===== src/rtl/read_return_queue_if.sv =====
// read_return_queue_if
//   Bundles the read-return queue's push side, pop side and status signals.
//   slave  : the queue itself (consumes push/out_ready, drives everything else)
//   master : the environment (FSM push side + transmitter + scheduler)
//   Signals:
//     push, push_data, push_tag   burst capture from the DDR4 command FSM
//     out_valid, out_ready        head handshake toward the transmitter
//     out_data, out_tag           head entry (zero while out_valid is low)
//     full, almost_full, count    occupancy status (registered state only)
//     overflow                    sticky dropped-push flag
interface read_return_queue_if #(
    parameter int DATAWIDTH = 512,
    parameter int TWIDTH    = 3,
    parameter int DEPTH     = 4
);
    localparam int CW = $clog2(DEPTH) + 1;

    logic                 push;
    logic [DATAWIDTH-1:0] push_data;
    logic [TWIDTH-1:0]    push_tag;
    logic                 full;
    logic                 almost_full;
    logic                 out_valid;
    logic                 out_ready;
    logic [DATAWIDTH-1:0] out_data;
    logic [TWIDTH-1:0]    out_tag;
    logic [CW-1:0]        count;
    logic                 overflow;

    modport slave (
        input  push, push_data, push_tag, out_ready,
        output full, almost_full, out_valid, out_data, out_tag, count, overflow
    );

    modport master (
        output push, push_data, push_tag, out_ready,
        input  full, almost_full, out_valid, out_data, out_tag, count, overflow
    );
endinterface


===== src/rtl/read_return_queue.sv =====
// read_return_queue
//   Multi-entry tagged read-return buffer between the DDR4 command FSM and
//   send_read_data. Completed bursts are stored with their request tag in a
//   circular array and returned strictly in order over a valid/ready
//   handshake. Occupancy, full and almost_full are derived from registered
//   state so the scheduler's throttle has no combinational path from push
//   or out_ready.
//   Ports:
//     clock  sole clock, rising edge
//     reset  synchronous, active-high; clears pointers, count and overflow
//     rq     read_return_queue_if.slave (push side, pop side, status)
//   Optional build macro READQ_BYPASS_EN: when defined, a push into an empty
//   queue is presented on the output in the same cycle; if it is accepted
//   that cycle it is never written into storage.
module read_return_queue #(
    parameter int DATAWIDTH   = 512,
    parameter int TWIDTH      = 3,
    parameter int DEPTH       = 4,
    parameter int AFULL_LEVEL = DEPTH - 1
) (
    input  logic               clock,
    input  logic               reset,
    read_return_queue_if.slave rq
);
    localparam int AW = $clog2(DEPTH);
    localparam int CW = AW + 1;
    localparam int EW = DATAWIDTH + TWIDTH;

    // Storage is intentionally not reset; pointers/count define validity.
    logic [EW-1:0] mem_q [DEPTH];

    logic [AW-1:0] wptr_q, wptr_d;
    logic [AW-1:0] rptr_q, rptr_d;
    logic [CW-1:0] count_q, count_d;
    logic          overflow_q, overflow_d;

    logic          stored_valid;
    logic          full;
    logic          pop;
    logic          byp_take;
    logic          wr_en;
    logic [EW-1:0] head;

    assign stored_valid = (count_q != '0);
    assign full         = (count_q == CW'(DEPTH));
    assign head         = mem_q[rptr_q];

    // A pop only ever drains a stored entry; a bypassed entry is not in mem.
    assign pop = stored_valid && rq.out_ready;

`ifdef READQ_BYPASS_EN
    assign byp_take = rq.push && !reset && !stored_valid && rq.out_ready;
`else
    assign byp_take = 1'b0;
`endif

    // A pop in the same cycle frees the slot, so a full queue still accepts.
    assign wr_en = rq.push && !reset && (!full || pop) && !byp_take;

    always_comb begin
        wptr_d     = wptr_q;
        rptr_d     = rptr_q;
        count_d    = count_q;
        overflow_d = overflow_q;
        if (wr_en) wptr_d = wptr_q + AW'(1);
        if (pop)   rptr_d = rptr_q + AW'(1);
        case ({wr_en, pop})
            2'b10:   count_d = count_q + CW'(1);
            2'b01:   count_d = count_q - CW'(1);
            default: count_d = count_q;
        endcase
        if (rq.push && full && !pop) overflow_d = 1'b1;
    end

    always_ff @(posedge clock) begin
        if (reset) begin
            wptr_q     <= '0;
            rptr_q     <= '0;
            count_q    <= '0;
            overflow_q <= 1'b0;
        end else begin
            wptr_q     <= wptr_d;
            rptr_q     <= rptr_d;
            count_q    <= count_d;
            overflow_q <= overflow_d;
        end
    end

    always_ff @(posedge clock) begin
        if (wr_en) mem_q[wptr_q] <= {rq.push_data, rq.push_tag};
    end

    // Output view: stored head when occupied, optional bypass when empty,
    // zeros otherwise.
    always_comb begin
        rq.out_valid = stored_valid;
        rq.out_data  = '0;
        rq.out_tag   = '0;
        if (stored_valid) begin
            rq.out_data = head[EW-1:TWIDTH];
            rq.out_tag  = head[TWIDTH-1:0];
        end
`ifdef READQ_BYPASS_EN
        else if (rq.push && !reset) begin
            rq.out_valid = 1'b1;
            rq.out_data  = rq.push_data;
            rq.out_tag   = rq.push_tag;
        end
`endif
    end

    assign rq.count       = count_q;
    assign rq.full        = full;
    assign rq.almost_full = (count_q >= CW'(AFULL_LEVEL));
    assign rq.overflow    = overflow_q;
endmodule

===== src/flat_wrapper.sv =====
// flat-port wrapper written by rule: the top's interface ports become plain ports
module read_return_queue_flat 
#(
    parameter int DATAWIDTH   = 512,
    parameter int TWIDTH      = 3,
    parameter int DEPTH       = 4,
    parameter int AFULL_LEVEL = DEPTH - 1
)
  (clock, reset, rq_push, rq_push_data, rq_push_tag, rq_out_ready, rq_full, rq_almost_full, rq_out_valid, rq_out_data, rq_out_tag, rq_count, rq_overflow);
  read_return_queue_if #(.DATAWIDTH(DATAWIDTH), .TWIDTH(TWIDTH), .DEPTH(DEPTH)) rq_i ();
  input  logic clock;
  input  logic reset;
  input wire logic [$bits(rq_i.push)-1:0] rq_push;
  input wire logic [$bits(rq_i.push_data)-1:0] rq_push_data;
  input wire logic [$bits(rq_i.push_tag)-1:0] rq_push_tag;
  input wire logic [$bits(rq_i.out_ready)-1:0] rq_out_ready;
  output wire logic [$bits(rq_i.full)-1:0] rq_full;
  output wire logic [$bits(rq_i.almost_full)-1:0] rq_almost_full;
  output wire logic [$bits(rq_i.out_valid)-1:0] rq_out_valid;
  output wire logic [$bits(rq_i.out_data)-1:0] rq_out_data;
  output wire logic [$bits(rq_i.out_tag)-1:0] rq_out_tag;
  output wire logic [$bits(rq_i.count)-1:0] rq_count;
  output wire logic [$bits(rq_i.overflow)-1:0] rq_overflow;
  assign rq_i.push = rq_push;
  assign rq_i.push_data = rq_push_data;
  assign rq_i.push_tag = rq_push_tag;
  assign rq_i.out_ready = rq_out_ready;
  assign rq_full = rq_i.full;
  assign rq_almost_full = rq_i.almost_full;
  assign rq_out_valid = rq_i.out_valid;
  assign rq_out_data = rq_i.out_data;
  assign rq_out_tag = rq_i.out_tag;
  assign rq_count = rq_i.count;
  assign rq_overflow = rq_i.overflow;
  read_return_queue #(.DATAWIDTH(DATAWIDTH), .TWIDTH(TWIDTH), .DEPTH(DEPTH), .AFULL_LEVEL(AFULL_LEVEL)) u_core (.clock(clock), .reset(reset), .rq(rq_i));
endmodule

===== config.mk =====
export PLATFORM = sky130hd
export DESIGN_NAME = read_return_queue_flat
export DESIGN_NICKNAME = d
export VERILOG_FILES = /design/src/rtl/read_return_queue_if.sv /design/src/rtl/read_return_queue.sv /design/src/flat_wrapper.sv
export SDC_FILE = /design/constraint.sdc
export NUM_CORES = 2
export LEC_CHECK = 0
export BUFFER_PORTS_ARGS = -buffer_cell sky130_fd_sc_hd__buf_2
export CAP_MARGIN = 20
export CORE_AREA = 2 2 408 410
export CTS_CLUSTER_SIZE = 30
export DETAILED_ROUTE_END_ITERATION = 6
export DIE_AREA = 0 0 410 412
export PLACE_DENSITY = 0.68
export SETUP_SLACK_MARGIN = 0.4
export SYNTH_ARGS = -nofsm -noshare
export SYNTH_HDL_FRONTEND = slang
export SYNTH_SLANG_ARGS = --single-unit

===== constraint.sdc =====
create_clock -name clock -period 21.5 [get_ports clock]
set_clock_uncertainty 0.2 [all_clocks]
set_input_delay 4.3 -clock clock [delete_from_list [all_inputs] [get_ports clock]]
set_output_delay 4.3 -clock clock [all_outputs]
set_load 0.02 [all_outputs]

==> impl_metrics.tcl <==
set metrics [dict create \
    clockPowerShare 0.300 \
    syn_inst 3321 \
    dr_wl_met3_mm 16.81 \
    grt_pass1_wl_mm 261.5 \
    dieArea_mm2 0.1689 \
    ctsResizeCount 0 \
    clk_latency_ns 0.84 \
    cp_cell_sequence "buf_4 > buf_4 > buf_12 > buf_12 > mux4_2 > and2_1 > buf_2" \
    dpl.hpwl_mm 115.1 \
    synth.yosys.seq_area_share 0.7934 \
    synth_seq_cells 2070 \
    post-route-worst-setup-slack_ns 10.91 \
    met2_length_mm 91.02 \
    fp.dieW_um 410 \
    worstPathRequired_ns 17.00 \
    finalWirelength_mm 182.8 \
    min_period_ns 10.59 \
    final_cell_mix "edfxtp_1 (2060), buf_2 (1040), mux4_2 (515), and2_1 (515), clkbuf_16 (205)" \
    first_pass_iters 7 \
    endpoint_kind "output pin" \
    core_area_mm2 0.1642 \
    yosys_warnings 0 \
    synth_top_cell_area_share 0.7908 \
    yosys-top-cells-area "edfxtp_1 (79%), mux4_2 (15%), and2_1 (4.2%), buf_6 (0.56%), buf_2 (0.41%)" \
    cap_violations 0 \
    detail-route-antenna-nets 0 \
    run_status "complete, no violations" \
    placed_area_mm2 0.08564 \
    cp_max_fo 103 \
    fin_area_mm2 0.09207 \
    clock-root-buffer "clkbuf_16" \
    avgSynthCellArea_um2 23.55 \
    m1WireLength_mm 69.36 \
    max_freq_mhz 94.40 \
    setup_viol 0 \
    drv_slew 0 \
    hp-class "reg -> reg" \
    synth_area_mm2 0.07822 \
    routed_via_density 5.529 \
    fin_nets 4965 \
    overflow 0 \
    drt_iter0_drc 3288 \
    routed-via-count 37840 \
    antenna_found_initial 121 \
    hold_ws_ns 0.2732 \
    drc_errors 0 \
    power_switching_share 0.3160 \
    cts_buffers 201 \
    row_count 149 \
    power.switching_mw 3.542 \
    cp_slowest_stage_delay_ns 0.88 \
    port_buffers 1040 \
    place.gp.congestion 0.8124 \
    arrival_ns 6.09 \
    routed.top_layer "met5" \
    initial_utilization 0.4762 \
    path_clk_slew_ns 0.06 \
    fp.dieH_um 412 \
    synth_cell_types 25 \
    track_usage 0.2125 \
    yosysTopAreaCell "edfxtp_1" \
    finalCritPeriodShare 0.4927 \
    drive_gt1_frac 0.4074 \
    pwr-share-comb 0.284 \
    rsz0062_at_grt "no" \
    ir_worst_vdd_mv 0.2809 \
    cts_tree "built" \
    synth_fp_nets 3846 \
    wl_per_cell_um 26.72 \
    crit_slowest_cell "buf_4" \
    totalPowerFinal_mw 11.21 \
    layout_commonest_cell "edfxtp_1" \
    p_leak_nw 31.10 \
    tightestPinTransition_ns 1.102 \
    h-tree-depth 4 \
    area_delta_synth_final_pct 17.71 \
    powerDensity_mw_per_mm2 121.7 \
    clkSinkCount 2070 \
    timing.slew.headroom 0.2657 \
    p_int_mw 7.667 \
    post_cts_buffers 0 \
    ios 1041 \
    grt_max_degree 177 \
    grt_pass1_vias 38180 \
    clock_path_buffers 3 \
    post-place-ws_ns 11.54 \
    start_kind "register" \
    hold_viol 0 \
    fin_tns_setup_ns 0 \
    critPathKind "reg -> out" \
    power_frac_seq 0.416 \
    holdBufCountCts 0 \
]
[worst max-delay path: cells and delay by family (launching register included)]
| kind | cells | cell delay [ns] |
|---|---|---|
| buf+inv | 5 | 3.22 |
| flops | 1 | 0.85 |
| mux | 1 | 0.60 |
| simple gates | 1 | 0.21 |
[through the flow]
step | util | instances
4_1_cts | 0.5597 | 6787
3_5_place_dp | 0.5214 | 6426
3_3_place_gp | 0.5214 | 6426
5_1_grt | 0.5600 | 6808
6_report | 0.5606 | 6843
2_1_floorplan | - | 3321
[kinds of logic (layout without fill, tap and decap cells)]
kind of cell	after synthesis	count (layout)	share of synthesized area
adder cells (fa/ha/maj)	6	6	0.001056
other	0	56	0
AND/OR/NAND/NOR	533	533	0.04237
multiplexers	517	517	0.1486
flip-flops	2070	2070	0.7934
XOR/XNOR	3	3	0.0003360
AO/OA/AOI/OAI	11	11	0.0008319
buffers and inverters	181	1458	0.01345
[worst paths after layout]
kind,start,endpoint,slack [ns],cells after the start
min,u_core.rq.overflow,u_core.rq.overflow,0.27,2
min reg2reg,u_core.rq.overflow,u_core.rq.overflow,0.27,2
max reg2reg,u_core.rq.count[0],u_core.mem_q[0][232],15.86,6
max,register,rq_out_data[363],10.91,7
[synthesized netlist by cell type]
cell type / instances
inv_1: 9
edfxtp_1: 2060
nor3_1: 1
o311ai_0: 1
buf_2: 64
mux4_2: 515
fa_1: 1
o21ai_0: 2
a31oi_1: 1
or3_1: 2
xor2_1: 3
and2_1: 519
a21o_1: 1
nor3b_1: 1
a21oi_1: 5
mux2i_1: 1
mux2_2: 1
clkbuf_1: 66
nor2_1: 8
buf_1: 3
buf_6: 39
dfxtp_1: 10
ha_1: 5
nand2b_1: 2
a211oi_1: 1
[power by group through the flow]
stage               Combinational (mW)  Sequential [mW]  Clock [mW]
floorplan                         2.08             4.80           0
global placement                  3.23             4.74           0
detailed placement                3.22             4.75           0
CTS                               3.23             4.66        3.44
global route                      3.38             4.67        3.58
finish                            3.18             4.66        3.37
[layout make-up]
| class | instances | area (µm²) |
|---|---|---|
| fill | 12210 | 72170 |
| sequential | 2070 | 62070 |
| multi-input combinational | 1070 | 15120 |
| timing repair buffer | 1088 | 5678 |
| clock buffer | 254 | 5314 |
| tap | 2189 | 2739 |
| clock inverter | 107 | 972.2 |
| antenna | 56 | 140.1 |
| inverter | 9 | 41.29 |
[metal layers]
layer | GRT usage | up-vias
met5 | 0 | -
met4 | 0.06719 | 76
met3 | 0.07606 | 404
met2 | 0.3452 | 1371
met1 | 0.2685 | 19980
li1 | - | 16000
[sequential cells by signal, summed over array words and instances (netlist names), named ones only]
register and cells:
u_core.mem_q 2060, u_core.rptr_q 2, u_core.rq.count 3, u_core.rq.overflow 1, u_core.wptr_q 2
No activity file was read; power rests on OpenSTA's default activity.
